$ cat config.mk
export PLATFORM = sky130hd
export DESIGN_NAME = imm_gen_stage
export DESIGN_NICKNAME = d
export VERILOG_FILES = /design/src/rtl/imm_gen_stage.sv
export SDC_FILE = /design/constraint.sdc
export NUM_CORES = 1
export LEC_CHECK = 0
export BUFFER_PORTS_ARGS = -buffer_cell sky130_fd_sc_hd__buf_2
export CAP_MARGIN = 25
export CORE_MARGIN = 5
export CORE_UTILIZATION = 49
export DETAILED_ROUTE_END_ITERATION = 8
export HOLD_SLACK_MARGIN = 0.08
export PLACE_DENSITY_LB_ADDON = 0.3
export SYNTH_ARGS = -nofsm -noshare
export SYNTH_HDL_FRONTEND = slang
export SYNTH_SLANG_ARGS = --single-unit
$ cat constraint.sdc
create_clock -name clk -period 2.2 [get_ports clk]
set_input_delay 0.44 -clock clk [delete_from_list [all_inputs] [get_ports clk]]
set_output_delay 0.44 -clock clk [all_outputs]
set_load 0.02 [all_outputs]
$ cat src/rtl/imm_gen_stage.sv
// RISC-V immediate generation stage: decodes the immediate format, extends it to XLEN,
// and buffers results in a two-entry skid buffer with flush and an illegal-opcode counter.
module imm_gen_stage #(
  parameter int unsigned XLEN  = 32,
  parameter int unsigned TAG_W = 5,
  parameter int unsigned CNT_W = 8
) (
  input  logic             clk,
  input  logic             rst_n,
  input  logic             flush,
  input  logic             in_valid,
  output logic             in_ready,
  input  logic [31:0]      in_instr,
  input  logic [TAG_W-1:0] in_tag,
  output logic             out_valid,
  input  logic             out_ready,
  output logic [XLEN-1:0]  out_imm,
  output logic [2:0]       out_fmt,
  output logic             out_illegal,
  output logic [TAG_W-1:0] out_tag,
  output logic [CNT_W-1:0] illegal_cnt
);

  localparam logic [2:0] FmtNone = 3'd0;
  localparam logic [2:0] FmtI    = 3'd1;
  localparam logic [2:0] FmtS    = 3'd2;
  localparam logic [2:0] FmtB    = 3'd3;
  localparam logic [2:0] FmtU    = 3'd4;
  localparam logic [2:0] FmtJ    = 3'd5;
  localparam logic [2:0] FmtZ    = 3'd6;
  localparam logic [2:0] FmtSh   = 3'd7;

  typedef enum logic [1:0] {StEmpty, StOne, StTwo} state_e;

  typedef struct packed {
    logic [XLEN-1:0]  imm;
    logic [2:0]       fmt;
    logic             illegal;
    logic [TAG_W-1:0] tag;
  } entry_t;

  state_e           state_q, state_d;
  entry_t           main_q, main_d, skid_q, skid_d, new_entry;
  logic             in_ready_q;
  logic [CNT_W-1:0] cnt_q, cnt_d;
  logic [2:0]       fmt;
  logic             illegal;
  logic [31:0]      imm32;
  logic             accept, pop;

  always_comb begin
    fmt     = FmtNone;
    illegal = 1'b0;
    case (in_instr[6:0])
      7'b0110111, 7'b0010111: fmt = FmtU;
      7'b1101111:             fmt = FmtJ;
      7'b1100111, 7'b0000011: fmt = FmtI;
      7'b0100011:             fmt = FmtS;
      7'b1100011:             fmt = FmtB;
      7'b0010011:             fmt = (in_instr[13:12] == 2'b01) ? FmtSh : FmtI;
      7'b1110011:             fmt = in_instr[14] ? FmtZ : FmtNone;
      7'b0110011, 7'b0001111: fmt = FmtNone;
      default:                illegal = 1'b1;
    endcase
  end

  // SH and Z leave bit 31 clear, so a single sign extension below serves every format.
  always_comb begin
    imm32 = '0;
    case (fmt)
      FmtI:    imm32 = {{20{in_instr[31]}}, in_instr[31:20]};
      FmtS:    imm32 = {{20{in_instr[31]}}, in_instr[31:25], in_instr[11:7]};
      FmtB:    imm32 = {{19{in_instr[31]}}, in_instr[31], in_instr[7], in_instr[30:25],
                        in_instr[11:8], 1'b0};
      FmtJ:    imm32 = {{11{in_instr[31]}}, in_instr[31], in_instr[19:12], in_instr[20],
                        in_instr[30:21], 1'b0};
      FmtU:    imm32 = {in_instr[31:12], 12'b0};
      FmtSh:   imm32 = {27'b0, in_instr[24:20]};
      FmtZ:    imm32 = {27'b0, in_instr[19:15]};
      default: imm32 = '0;
    endcase
  end

  always_comb begin
    new_entry.imm     = XLEN'($signed(imm32));
    new_entry.fmt     = fmt;
    new_entry.illegal = illegal;
    new_entry.tag     = in_tag;
  end

  assign accept = in_valid && in_ready_q;
  assign pop    = (state_q != StEmpty) && out_ready;

  always_comb begin
    state_d = state_q;
    main_d  = main_q;
    skid_d  = skid_q;
    if (flush) begin
      state_d = StEmpty;
    end else begin
      case (state_q)
        StEmpty: if (accept) begin
          main_d  = new_entry;
          state_d = StOne;
        end
        StOne: begin
          if (accept && pop) begin
            main_d = new_entry;
          end else if (accept) begin
            skid_d  = new_entry;
            state_d = StTwo;
          end else if (pop) begin
            state_d = StEmpty;
          end
        end
        StTwo: if (pop) begin
          main_d  = skid_q;
          state_d = StOne;
        end
        default: state_d = StEmpty;
      endcase
    end
  end

  always_comb begin
    cnt_d = cnt_q;
    if (!flush && accept && new_entry.illegal && (cnt_q != '1)) cnt_d = cnt_q + 1'b1;
  end

  always_ff @(posedge clk or negedge rst_n) begin
    if (!rst_n) begin
      state_q    <= StEmpty;
      main_q     <= '0;
      skid_q     <= '0;
      in_ready_q <= 1'b1;
      cnt_q      <= '0;
    end else begin
      state_q    <= state_d;
      main_q     <= main_d;
      skid_q     <= skid_d;
      in_ready_q <= (state_d != StTwo);
      cnt_q      <= cnt_d;
    end
  end

  assign in_ready    = in_ready_q;
  assign out_valid   = (state_q != StEmpty);
  assign out_imm     = main_q.imm;
  assign out_fmt     = main_q.fmt;
  assign out_illegal = main_q.illegal;
  assign out_tag     = main_q.tag;
  assign illegal_cnt = cnt_q;

endmodule

Word-level counts from Yosys, hierarchy flattened

Index checks and enable logic that the tools add are counted.

Logic and storage cells: 71
Bits in latches: 0
Input bits: 42
Memory bits (read-only): 0
Bits in registers: 93
Memories kept: 0
RAM bits: 0
Output and inout bits: 51

Add/subtract/negate cells: 1
Eq/ne operators: 26
Muxes and demuxes: 16
Shifts and indexed selects: 0
Magnitude comparators: 0
Bitwise logic cells: 2
Div/mod/pow operators: 0
Multipliers: 0
Reduce and logical (&&, ||, !) cells: 15

Operator list:

| kind                  | count |
|---|---|
| $pmux W32 S7          | 1 |
| $mux W41              | 3 |
| $pmux W41 S3          | 1 |
| $eq A7 B7 Y1 const B  | 4 |
| $eq A7 B6 Y1 const B  | 3 |
| $pmux W3 S7           | 1 |
| $eq A7 B5 Y1 const B  | 2 |
| $eq A3 B3 Y1 const B  | 4 |
| $mux W2               | 6 |
| $reduce_or A11 Y1     | 1 |
| $add A8 B1 Y8 const B | 1 |
| $ne A2 B2 Y1 const B  | 4 |
| $ne A8 B8 Y1 const B  | 1 |
| $eq A7 B2 Y1 const B  | 1 |
| $eq A7 B4 Y1 const B  | 1 |
| $eq A3 B2 Y1 const B  | 2 |
| $logic_and A1 B1 Y1   | 6 |
| $mux W3               | 2 |
| $pmux W2 S3           | 1 |
| $reduce_and A5 Y1     | 1 |
| $eq A2 B1 Y1 const B  | 2 |
| $reduce_and A4 Y1     | 1 |
| $reduce_or A2 Y1      | 2 |
| $eq A3 B1 Y1 const B  | 1 |
| other kinds (7)       | 8 |

Longest topological paths before layout

Depth after elaboration: 8
Mapped depth: 9
Depth with buffers taken out: 6

Worst setup path before layout

Ideal clock, no wire load.

Kind: in2reg
From: input in_instr[5]
To: register main_q (netlist bit out_imm[11])
Library setup time: 0.126 ns
Stages on the path: 6
Data arrival time: 2.210 ns
Path slack: -0.136 ns
Required time: 2.074 ns
Path buffers: 0
Path through: or4b_4 a2111oi_4 nor2b_2 nor2b_1 a211o_1 a221o_1

Cells in the longest elaborated chain, start to end: 7

RTL lines:

| what                                 | RTL line | RTL |
|---|---|---|
| from (decl)                          | 13       | `input logic [31:0] in_instr,` |
| $eq A7 B7 Y1 (tied with other cells) | 54       | `case (in_instr[6:0])` |
| $reduce_or A2 Y1                     | n/a      |  |
| $pmux W3 S7 *                        | 54       |  |
| $eq A3 B3 Y1 (tied with other cells) | 70       | `case (fmt)` |
| $pmux W32 S7 *                       | 70       |  |
| $mux W41 (on tied branches)          | 107, 102 |  |
| $pmux W41 S3 *                       | 101      | `case (state_q)` |
| to (signal assigned)                 | 139      | `main_q <= main_d;` |
| to (decl)                            | 43       | `entry_t main_q, main_d, skid_q, skid_d, new_entry;` |

Mark *: on every way between the ends. The rest lies on a longest branch, timed or not. The select of a mux whose other input is x is not followed.
A chain may end at the register's enable or synchronous reset.

Final worst setup path

Same ends and word-level chain as after synthesis.

==> results.rst <==
.. list-table::
   :header-rows: 1

   * - Metric
     - Value
   * - Sequential group share of total power
     - about half
   * - Comb power frac
     - 23.6%
   * - Chain of cells forming the critical path
     - buf_2 -> or4b_4 -> a2111oi_4 -> nor2b_2 -> nor2b_1 -> a211o_1 -> a221o_1
   * - # port buffers
     - 92
   * - Post-synthesis cell type with the largest combined area
     - sky130_fd_sc_hd__dfrtp_1
   * - Die Outline Area
     - roughly 0.011 sq mm
   * - Number of synthesized register bits
     - 93
   * - Portion of total power attributed to the clock network
     - 27.3%
   * - Share of Yosys cell area claimed by the top area cell type
     - 52.7%
   * - DRT antenna net count
     - 0
   * - Placer's final routability congestion estimate
     - around 0.97
   * - Hold/Removal Path Class
     - in -> reg
   * - Internal power
     - about 2900 uW
   * - Kind of end point of the critical path
     - register
   * - Critical Path Slowest Stage Cell
     - sky130_fd_sc_hd__or4b_4
   * - Layout cell share with drive strength beyond 1
     - approximately 28%
   * - Clock latency of the later-clocked register in the worst-skew pair
     - approximately 0.37 ns
   * - Switching component of the power
     - roughly 1500 uW
   * - Number of placed instances with taps included
     - 696
   * - Static leakage power
     - 0.00260 uW
   * - Clock-pin transition on the worst setup and hold timing paths
     - between 0.1 and 0.15 ns
   * - Count of endpoints failing hold in the final timing report
     - 0
   * - DPL Wire Length
     - 8.73 mm
   * - Initial antenna violation count
     - 1
   * - Top cells by area in the synthesized netlist
     - sky130_fd_sc_hd__dfrtp_1 (53%), sky130_fd_sc_hd__nand2_1 (7.1%), sky130_fd_sc_hd__a21oi_1 (6.4%)
   * - Unrepaired setup endpoints after global routing
     - no
   * - Core Region
     - 0.00872 sq mm
   * - Largest vdd supply drop
     - 0.523 mV
   * - Vias in the first global route
     - about 4100
   * - Slew HR
     - 62.0%
   * - Number of buffers inserted for hold repair after clock tree synthesis
     - 1
   * - Worst reg2reg startpoint
     - illegal_cnt[4]$_DFFE_PN0P_
   * - Number of H-tree levels
     - 3
   * - Fin crit share
     - 91.4%
   * - Total via count in the routed design
     - around 4100
   * - Width of the die
     - 104 microns
   * - Vias/cell
     - 5.74
   * - Async SR Flop Fraction
     - 100%
   * - Unique masters post-synth
     - 45
   * - Die span in y
     - 104 microns
   * - Final nets
     - 643
   * - Avg Synthesized Cell Area
     - around 9 sq um
   * - Sequential cell area fraction in the yosys report
     - 53.3%
   * - CTS root buf
     - sky130_fd_sc_hd__clkbuf_8
   * - Antenna diode instance count
     - 0
   * - Remaining global-route overflow
     - 0
   * - Register-to-register setup slack
     - 0.24 ns
   * - CTS tree
     - built
   * - Gr usage total
     - 22.9%
   * - Worst R2R Path Depth
     - 6
   * - Final WL
     - 12.3 mm
   * - First element of the critical path
     - in_instr[5]
   * - Number of standard cells after synthesis
     - between 400 and 500
   * - Largest stage delay on the critical path
     - approximately 0.56 ns
   * - Worst flop-to-flop path endpoint
     - illegal_cnt[1]$_DFFE_PN0P_
   * - Signal arrival time at the worst endpoint
     - 2.26 ns
   * - Total power per unit cell area
     - 803 mW/mm^2
   * - Wire length of the first global-routing pass
     - 20.6 mm
   * - FP Rows
     - 34
   * - Worst-margin pin slew
     - 0.567 ns
   * - Count of non-filler cells in the finished layout
     - approximately 710
   * - Iteration-0 DRC count of the detailed router
     - 285
   * - Number of slew-limit violations in the final report
     - 0
   * - Largest net degree at the start of global routing
     - 43
   * - Min Clock Period, post-route
     - 2.01 ns
   * - Post-CTS resize count
     - 0
   * - Status
     - finished, final reports clean
   * - Kind of launch point of the worst setup path
     - input port
   * - Number of sinks on the clock net
     - 93
   * - Inserted Clock Buffers
     - 9
   * - Setup Viol. Count Final
     - 0
   * - Ys Warns
     - 0
   * - Sw frac
     - 33.5%
   * - Critical setup path kind
     - in -> reg
   * - Worst clock skew on the final layout
     - 0.0151 ns
   * - Count of TritonRoute iterations in the first routing pass
     - 5
   * - Critical Path Sink
     - out_imm[11]$_DFFE_PN0P_
   * - Prevailing post-synth register cell
     - sky130_fd_sc_hd__dfrtp_1
   * - Number of max-cap violations
     - 0
   * - Initial Utilization
     - 50.1%
   * - Required time at the worst-slack endpoint
     - 2.45 ns
   * - Combined area of all synthesized cells
     - 0.00437 sq mm
   * - Achievable frequency
     - 0.497 GHz
   * - Buffer depth of the longest clock path
     - 2
   * - Final hold slack
     - 0.276 ns
   * - Count of flip-flops with a built-in enable after synthesis
     - 0
   * - Number of remaining DRC errors
     - 0
   * - Critical hold path startpoint
     - in_tag[3]
   * - Synthesized netlist net count
     - about 530
   * - Layout-stage area growth over the synthesis result
     - 24.8%
   * - Count of buffers added by post-CTS timing repair for setup
     - 0
   * - Count of boundary I/O pins
     - 93
   * - Average wire per cell in the routed design
     - ~17 microns
   * - Highest net fanout along the worst path
     - 2
## critical path: cells and delay by family
family / cells / cell delay (ns)
compound gates: 3 / 0.94
buf+inv: 1 / 0.12
simple gates: 3 / 0.78
## registers in the layout, indices dropped and copies added (netlist names)
name	cells
out_imm	32
out_tag	5
out_illegal	1
in_ready	1
state_q	2
out_fmt	3
illegal_cnt	8
skid_q	41
## power groups by stage
stage               sequential (uW)  clock, uW  combinational [uW]
finish                         2150       1190                1030
global route                   2190       1290                1140
CTS                            2150       1220                1040
detailed placement             2190          0                1040
global placement               2170          0                1010
floorplan                      2370          0                 404
## cell families (layout without fill, tap and decap cells)
| group | after synthesis | after routing | synth area share, % |
|---|---|---|---|
| compound gates | 142 | 142 | 19.2 |
| flops | 93 | 93 | 53.3 |
| simple gates | 199 | 199 | 21.2 |
| buf+inv | 40 | 159 | 3.67 |
| fa+ha+maj | 1 | 1 | 0.286 |
| xor+xnor | 8 | 8 | 1.60 |
| mux | 3 | 3 | 0.773 |
## cell type report
type	count	area, sq um
inverters	5	18.8
flip-flops and latches	93	2330
fillers	730	3270
clock buffers	9	124
well taps	108	135
clock inverters	7	80.1
repair buffers	138	848
multi-input cells	353	1920
## worst min-delay path by stage
stage,cells past startpoint,to,slack [ns]
after floorplan,0,illegal_cnt[0]$_DFFE_PN0P_,0.14
after global placement,1,out_imm[3]$_DFFE_PN0P_,0.44
after detailed placement,1,out_imm[3]$_DFFE_PN0P_,0.44
after CTS,3,skid_q[3]$_DFFE_PN0P_,0.26
after global routing,3,skid_q[3]$_DFFE_PN0P_,0.28
final,3,skid_q[3]$_DFFE_PN0P_,0.28
## synth_stat cells, types with 3 or more instances
cell type,n
sky130_fd_sc_hd__inv_1,5
sky130_fd_sc_hd__and2_1,4
sky130_fd_sc_hd__nand4_1,3
sky130_fd_sc_hd__or3_1,10
sky130_fd_sc_hd__mux2_2,3
sky130_fd_sc_hd__and3_1,9
sky130_fd_sc_hd__dfrtp_1,92
sky130_fd_sc_hd__buf_2,5
sky130_fd_sc_hd__nand2_1,83
sky130_fd_sc_hd__nor3_1,3
sky130_fd_sc_hd__nor2_1,42
sky130_fd_sc_hd__a31oi_1,17
sky130_fd_sc_hd__o21ai_0,40
sky130_fd_sc_hd__a21oi_1,56
sky130_fd_sc_hd__xnor2_1,7
sky130_fd_sc_hd__nand3_1,21
sky130_fd_sc_hd__a222oi_1,4
sky130_fd_sc_hd__clkbuf_1,29
sky130_fd_sc_hd__nand2b_1,6
sky130_fd_sc_hd__o22ai_1,11
sky130_fd_sc_hd__nor2b_1,6
## metal layers
metal | GRT usage, % | part of all wire (%) | vias to the layer above
li1 | - | - | 1938
met1 | 30.6 | 43 | 1953
met2 | 36.1 | 47 | 162
met3 | 4.53 | 6.7 | 37
met4 | 10.5 | 3.4 | 2
met5 | 0 | 0.11 | -
## stage by stage
| step | power [uW] | utilization (%) | setup TNS (ns) | cell area [sq um] | worst slack [ns] |
|---|---|---|---|---|---|
| after CTS | 4420 | 62.5 | 0 | 5450 | 0.203 |
| after floorplan | 2770 | - | -0.112 | 4390 | -0.0828 |
| after detailed placement | 3230 | 60.1 | -0.769 | 5240 | -0.189 |
| final | 4380 | 62.5 | 0 | 5450 | 0.189 |
| after global routing | 4620 | 62.5 | 0 | 5450 | 0.101 |
| after global placement | 3180 | 60.0 | -5.47 | 5230 | -0.243 |
## layout by cell type (no fill, tap or decap), drive strengths merged, types with 2 or more instances in the layout
cell type | netlist | layout
a2111oi | 2 | 2
a211o | 2 | 2
a211oi | 2 | 2
a21o | 2 | 2
a21oi | 56 | 56
a222oi | 4 | 4
a31oi | 17 | 17
and2 | 4 | 4
and3 | 9 | 9
and4 | 2 | 2
buf | 6 | 137
clkbuf | 29 | 9
clkinv | 0 | 2
dfrtp | 92 | 92
inv | 5 | 8
mux2 | 3 | 3
nand2 | 83 | 83
nand2b | 6 | 6
nand3 | 21 | 21
nand4 | 3 | 3
nor2 | 42 | 42
nor2b | 7 | 7
nor3 | 3 | 3
nor4 | 2 | 2
o21ai | 40 | 40
o22ai | 11 | 11
or2 | 2 | 2
or3 | 10 | 10
xnor2 | 7 | 7
Power figures use the tool's default switching activity.
